`config.mk`:
```
export PLATFORM = sky130hd
export DESIGN_NAME = carregador_prog
export DESIGN_NICKNAME = d
export VERILOG_FILES = /design/src/rtl/carregador_prog_pkg.sv /design/src/rtl/carregador_prog_montador_palavra.sv /design/src/rtl/carregador_prog.sv
export SDC_FILE = /design/constraint.sdc
export NUM_CORES = 1
export LEC_CHECK = 0
export BUFFER_PORTS_ARGS = -buffer_cell sky130_fd_sc_hd__buf_2
export CAP_MARGIN = 20
export CORE_ASPECT_RATIO = 0.9
export CORE_MARGIN = 3
export CORE_UTILIZATION = 35
export DETAILED_ROUTE_END_ITERATION = 10
export PLACE_DENSITY_LB_ADDON = 0.05
export SLEW_MARGIN = 20
export SYNTH_ARGS = -nofsm -noshare
export SYNTH_HDL_FRONTEND = slang
export SYNTH_HIERARCHICAL = 1
export SYNTH_SLANG_ARGS = --single-unit
```
`constraint.sdc`:
```
create_clock -name clk -period 2.8 [get_ports clk]
set_input_delay 0.14 -clock clk [delete_from_list [all_inputs] [get_ports clk]]
set_output_delay 0.14 -clock clk [all_outputs]
set_load 0.02 [all_outputs]
```
`src/rtl/carregador_prog_pkg.sv`:
```
// Shared definitions for the boot-time program loader.
// Holds the FSM state encoding and the word/byte geometry constants.
package carregador_prog_pkg;

    typedef enum logic [2:0] {
        OCIOSO,
        RECEBE,
        ESCREVE,
        CHECA,
        FIM,
        ERRO
    } estado_t;

    localparam int N_PALAVRAS_MAX    = 16;
    localparam int BYTES_POR_PALAVRA = 4;

endpackage

```
`src/rtl/carregador_prog_montador_palavra.sv`:
```
// Assembles four stream bytes into a little-endian word and keeps a running
// mod-256 sum of every accepted byte.
module montador_palavra
    import carregador_prog_pkg::*;
(
    input  logic        clk,
    input  logic        rst,
    input  logic        clr_i,
    input  logic        strobe_i,
    input  logic [7:0]  byte_i,
    output logic [31:0] palavra_o,
    output logic        cheia_o,
    output logic [7:0]  soma_o
);

    logic [1:0]  cnt_q;
    logic [31:0] asm_q;
    logic [31:0] asm_d;
    logic [7:0]  soma_q;

    // asm_d already contains the incoming byte, so the word is complete on the
    // same edge that accepts its last byte.
    always_comb begin
        asm_d = asm_q;
        case (cnt_q)
            2'd0:    asm_d[7:0]   = byte_i;
            2'd1:    asm_d[15:8]  = byte_i;
            2'd2:    asm_d[23:16] = byte_i;
            default: asm_d[31:24] = byte_i;
        endcase
    end

    always_ff @(posedge clk or posedge rst) begin
        if (rst) begin
            cnt_q  <= 2'd0;
            asm_q  <= 32'd0;
            soma_q <= 8'd0;
        end else if (clr_i) begin
            cnt_q  <= 2'd0;
            asm_q  <= 32'd0;
            soma_q <= 8'd0;
        end else if (strobe_i) begin
            cnt_q  <= cnt_q + 2'd1;
            asm_q  <= asm_d;
            soma_q <= soma_q + byte_i;
        end
    end

    assign palavra_o = asm_d;
    assign cheia_o   = strobe_i && (cnt_q == 2'(BYTES_POR_PALAVRA - 1));
    assign soma_o    = soma_q;

endmodule

```
`src/rtl/carregador_prog.sv`:
```
// Boot-time program loader: receives a byte stream, writes words into
// instruction memory, verifies a trailing checksum and releases the core.
module carregador_prog
    import carregador_prog_pkg::*;
#(
    parameter int N_PALAVRAS = N_PALAVRAS_MAX,
    parameter int LARG_END   = 6
) (
    input  logic                clk,
    input  logic                rst,
    input  logic                inicio,
    input  logic [4:0]          len,
    input  logic [7:0]          byte_in,
    input  logic                byte_valid,
    output logic                byte_ready,
    output logic                mem_we,
    output logic [LARG_END-1:0] mem_ender,
    output logic [31:0]         mem_dado,
    output logic                ocupado,
    output logic                core_run,
    output logic                erro,
    output logic [4:0]          palavras
);

    estado_t             estado_q;
    logic [4:0]          len_q;
    logic [3:0]          idx_q;
    logic [4:0]          palavras_q;
    logic [4:0]          palavras_d;
    logic                byte_ready_q;
    logic                mem_we_q;
    logic [LARG_END-1:0] mem_ender_q;
    logic [31:0]         mem_dado_q;
    logic                ocupado_q;
    logic                core_run_q;
    logic                erro_q;

    logic        xfer;
    logic        parado;
    logic        aceita_inicio;
    logic        len_ok;
    logic        asm_clr;
    logic        asm_strobe;
    logic [31:0] asm_palavra;
    logic        asm_cheia;
    logic [7:0]  asm_soma;
    logic [7:0]  soma_final;

    assign xfer          = byte_valid && byte_ready_q;
    assign parado        = (estado_q == OCIOSO) || (estado_q == FIM) || (estado_q == ERRO);
    assign aceita_inicio = parado && inicio;
    assign len_ok        = (len != 5'd0) && (len <= 5'(N_PALAVRAS));
    assign asm_clr       = aceita_inicio;
    assign asm_strobe    = xfer && (estado_q == RECEBE);
    assign palavras_d    = palavras_q + 5'd1;
    assign soma_final    = asm_soma + byte_in;

    montador_palavra u_montador (
        .clk      (clk),
        .rst      (rst),
        .clr_i    (asm_clr),
        .strobe_i (asm_strobe),
        .byte_i   (byte_in),
        .palavra_o(asm_palavra),
        .cheia_o  (asm_cheia),
        .soma_o   (asm_soma)
    );

    always_ff @(posedge clk or posedge rst) begin
        if (rst) begin
            estado_q     <= OCIOSO;
            len_q        <= 5'd0;
            idx_q        <= 4'd0;
            palavras_q   <= 5'd0;
            byte_ready_q <= 1'b0;
            mem_we_q     <= 1'b0;
            mem_ender_q  <= '0;
            mem_dado_q   <= 32'd0;
            ocupado_q    <= 1'b0;
            core_run_q   <= 1'b0;
            erro_q       <= 1'b0;
        end else begin
            mem_we_q <= 1'b0;
            case (estado_q)
                OCIOSO, FIM, ERRO: begin
                    if (inicio) begin
                        core_run_q <= 1'b0;
                        erro_q     <= 1'b0;
                        palavras_q <= 5'd0;
                        idx_q      <= 4'd0;
                        if (len_ok) begin
                            len_q        <= len;
                            estado_q     <= RECEBE;
                            byte_ready_q <= 1'b1;
                            ocupado_q    <= 1'b1;
                        end else begin
                            estado_q <= ERRO;
                            erro_q   <= 1'b1;
                        end
                    end
                end
                RECEBE: begin
                    if (asm_cheia) begin
                        estado_q     <= ESCREVE;
                        byte_ready_q <= 1'b0;
                        mem_we_q     <= 1'b1;
                        mem_ender_q  <= LARG_END'({idx_q, 2'b00});
                        mem_dado_q   <= asm_palavra;
                    end
                end
                ESCREVE: begin
                    palavras_q   <= palavras_d;
                    idx_q        <= idx_q + 4'd1;
                    byte_ready_q <= 1'b1;
                    estado_q     <= (palavras_d == len_q) ? CHECA : RECEBE;
                end
                CHECA: begin
                    if (xfer) begin
                        byte_ready_q <= 1'b0;
                        ocupado_q    <= 1'b0;
                        if (soma_final == 8'd0) begin
                            estado_q   <= FIM;
                            core_run_q <= 1'b1;
                        end else begin
                            estado_q <= ERRO;
                            erro_q   <= 1'b1;
                        end
                    end
                end
                default: estado_q <= OCIOSO;
            endcase
        end
    end

    assign byte_ready = byte_ready_q;
    assign mem_we     = mem_we_q;
    assign mem_ender  = mem_ender_q;
    assign mem_dado   = mem_dado_q;
    assign ocupado    = ocupado_q;
    assign core_run   = core_run_q;
    assign erro       = erro_q;
    assign palavras   = palavras_q;

endmodule

```
==> impl_results.md <==
* Die Height at roughly 120 um
* Final-report setup violation count at 0
* Worst Setup Start Kind: flip-flop
* Filler instances at between 1,000 and 1,500
* Worst Tran Pin Value at a little over 800 ps
* Min Tclk post-route at 2330 ps
* Final std cells w/o fill at 698
* R2R Path End: mem_dado[21]$_DFFE_PP0P_
* Die Wd at between 100 and 150 um
* Max VDD drop at 0.455 mV
* Worst min path class: input pin to flip-flop
* Port bufs at 62
* Yosys cell types at 52
* Tcrit/Tclk final at 0.833
* RSZ-0062 raised after global routing: false
* Nets@finish at 540
* First-pass GRT wire length at roughly 19,000 um
* Gr ovfl total at 0
* Wire per inst at approximately 17 um
* # H-tree levels at 3
* TritonCTS Buffers at 9
* CTS clk-pin slew, worst paths at 70 ps
* Max FO, Critical Path at 37
* Post-DRT Antenna Nets at 0
* IO Count at 65
* Crit path arrival time at between 2000 and 3000 ps
* Clk sinks at 100
* R2R Path Start: estado_q[2]$_DFFE_PP0P_
* Setup crit end kind: flip-flop
* Row count at between 40 and 50
* R2R depth at 6
* CTS root buf: clkbuf_16
* Critical Setup Path Class: flip-flop to flip-flop
* Headroom to the max-slew limit at 0.449
* Met3 Wirelength at just under 400 um
* Antenna violations before repair at 0
* Die area at between 15,000 and 20,000 um^2
* CTS resizes at 0
* Commonest non-fill, non-tap cell in the layout: dfrtp_1
* Leakage power at 2.88 nW
* CTS tree: done
* Vias per inst at roughly 5
* Synth Register Bits at 100
* Power Dens Cells at about 1100 nW/um^2
* Sequential area share after synthesis at 0.478
* Setup TNS at 0 ps
* Mapped Avg Cell Area at about 12 um^2
* Layout cell share with drive strength beyond 1 at 0.269
* Core area at about 14,000 um^2
* Vias in the first global route at 3,478
* Met2 wire length at a little over 5000 um
* Slew Limit Fails at 0
* Yosys warning count at 6
* GRT Total Usage at 0.153
* Vias at roughly 3,500
* Antenna cells at 0
* Max-cap violations at 0
* Critical path origin: estado_q[2]$_DFFE_PP0P_
* Post-Synthesis Cell Area at about 5200 um^2
* Area grow syn2layout at 15.1%
* M1 wire length at 6270 um
* Initial DRC count at slightly below 200
* Largest net degree at the start of global routing at 51
* Mapped Cells at 440
* Initial DRT Pass Iterations at 4
* Worst-Skew Late Latency at 350 ps
* Fin Clk Skew at roughly 7 ps
* Post-Route WL at 11,900 um
* Max Freq at 429 MHz
* Starting Density at 0.366
* CP endpoint: mem_dado[21]$_DFFE_PP0P_
* Most frequent cells in the layout: dfrtp_1, buf_2, nor2_1, mux2_2, mux2i_1
* GPL Wtd Cong at ~0.79
* Placed insts at 681
* Detailed Place HPWL at slightly above 8000 um
* Clk buf depth at 2
* DR DRC count at 0
* Max Used Layer: met4
* Final count of hold timing violations at 0
* Total power at roughly 6.5 mW
* Outcome: completed
* WP data required at ~3000 ps
* R2R Setup Slk at ~470 ps
## stage by stage
stage | util | setup slack (ps) | hold slack [ps] | cell area (um^2)
5_1_grt | 0.421 | 313 | 34.4 | 6030
3_3_place_gp | 0.400 | 536 | 267 | 5720
6_report | 0.421 | 467 | 39.6 | 6030
2_1_floorplan | - | 117 | 291 | 5240
4_1_cts | 0.421 | 465 | 25.3 | 6030
3_5_place_dp | 0.400 | 479 | 281 | 5720
## how the worst min path moves through the flow
stage | from | to | slack (ps) | cells after the start
finish | len[0] | len_q[0]$_DFFE_PP0P_ | 40 | 2
global placement | rst | mem_dado[17]$_DFFE_PP0P_ | 270 | 2
global route | len[0] | len_q[0]$_DFFE_PP0P_ | 30 | 2
CTS | len[0] | len_q[0]$_DFFE_PP0P_ | 30 | 2
floorplan | len[0] | len_q[0]$_DFFE_PP0P_ | 290 | 1
detailed placement | rst | mem_dado[17]$_DFFE_PP0P_ | 280 | 2
## power by group
group / switching [mW] / total, mW / internal, mW / leakage (nW)
sequential: 0.358 / 2.35 / 1.99 / 1.30
clock: 0.554 / 1.25 / 0.701 / 0.146
combinational: 1.60 / 2.92 / 1.31 / 1.44
total: 2.52 / 6.52 / 4.00 / 2.88
## flip-flops by register name, indices dropped and copies added, names as in the netlist, 2 cells and up
register	count
mem_dado	32
u_montador/asm_q	32
u_montador/soma_o	8
len_q	5
palavras	5
idx_q	4
mem_ender	4
estado_q	3
u_montador/cnt_q	2
## area by class of cell
type                    instances  area [um^2]  area share
clock buffers                  11          233      0.0386
clock inverters                 5         60.1     0.00996
inverters                       7         26.3     0.00436
multi-input cells             310         2550       0.423
flip-flops and latches        100         2500       0.415
well taps                     193          241      0.0401
repair buffers                 72          413      0.0685
## timing repair
action                                  4_1_cts  5_1_grt
setup buffers                                 0        0
endpoints found under the setup margin        0        0
endpoints found under the hold margin        42        0
hold buffers                                  1        0
## metal layers
layer / up-vias / track usage
li1: 1690 / -
met4: 0 / 0.0346
met1: 1745 / 0.227
met2: 56 / 0.224
met5: - / 0
met3: 6 / 0.0413
## worst max-delay path, stage by stage, from the launching register on
cell	delay, ps
dfrtp_1	450
nand2b_1	350
nor3_2	320
and2_1	220
nor3b_4	230
buf_12	270
mux2_2	360
## cell usage after synthesis (all sizes together)
| master | instances | area share |
|---|---|---|
| dfrtp | 100 | 0.48 |
| mux2 | 74 | 0.16 |
| nor2 | 46 | 0.033 |
| mux2i | 39 | 0.075 |
| ha | 21 | 0.050 |
| o21ai | 21 | 0.020 |
| buf | 17 | 0.029 |
| nand2 | 16 | 0.011 |
| a21oi | 11 | 0.011 |
| xnor2 | 11 | 0.018 |
| xor2 | 8 | 0.013 |
| clkbuf | 7 | 0.0053 |
| inv | 7 | 0.0050 |
| nand3 | 6 | 0.0057 |
| nor3b | 6 | 0.011 |
| a21o | 5 | 0.0072 |
| nor3 | 4 | 0.0038 |
| a211oi | 3 | 0.0053 |
| nand4 | 3 | 0.0036 |
| nor2b | 3 | 0.0036 |
| nor4 | 3 | 0.0036 |
| o211ai | 3 | 0.0043 |
| a211o | 2 | 0.0033 |
| a22o | 2 | 0.0033 |
| a31oi | 2 | 0.0024 |
| fa | 2 | 0.0076 |
| nand2b | 2 | 0.0024 |
| a221oi | 1 | 0.0017 |
| a311o | 1 | 0.0019 |
| a32o | 1 | 0.0019 |
| a41oi | 1 | 0.0017 |
| and2 | 1 | 0.0012 |
| and3 | 1 | 0.0012 |
| conb | 1 | 0.00072 |
| nand3b | 1 | 0.0014 |
| nand4b | 1 | 0.0017 |
| nand4bb | 1 | 0.0022 |
| o21a | 1 | 0.0014 |
| o21bai | 1 | 0.0014 |
| o221a | 1 | 0.0022 |
| o311ai | 1 | 0.0017 |
| or3b | 1 | 0.0017 |
| or4b | 1 | 0.0019 |
## kinds of logic after synthesis
| group | after synthesis | share of synthesized area |
|---|---|---|
| XOR/XNOR | 19 | 0.0318 |
| multiplexers | 113 | 0.234 |
| buffers and inverters | 31 | 0.0389 |
| flip-flops | 100 | 0.478 |
| AO/OA/AOI/OAI | 57 | 0.0703 |
| other | 1 | 0.000716 |
| adder cells (fa/ha/maj) | 23 | 0.0578 |
| AND/OR/NAND/NOR | 96 | 0.0889 |
Note: power is estimated with default switching activity, not from simulation.
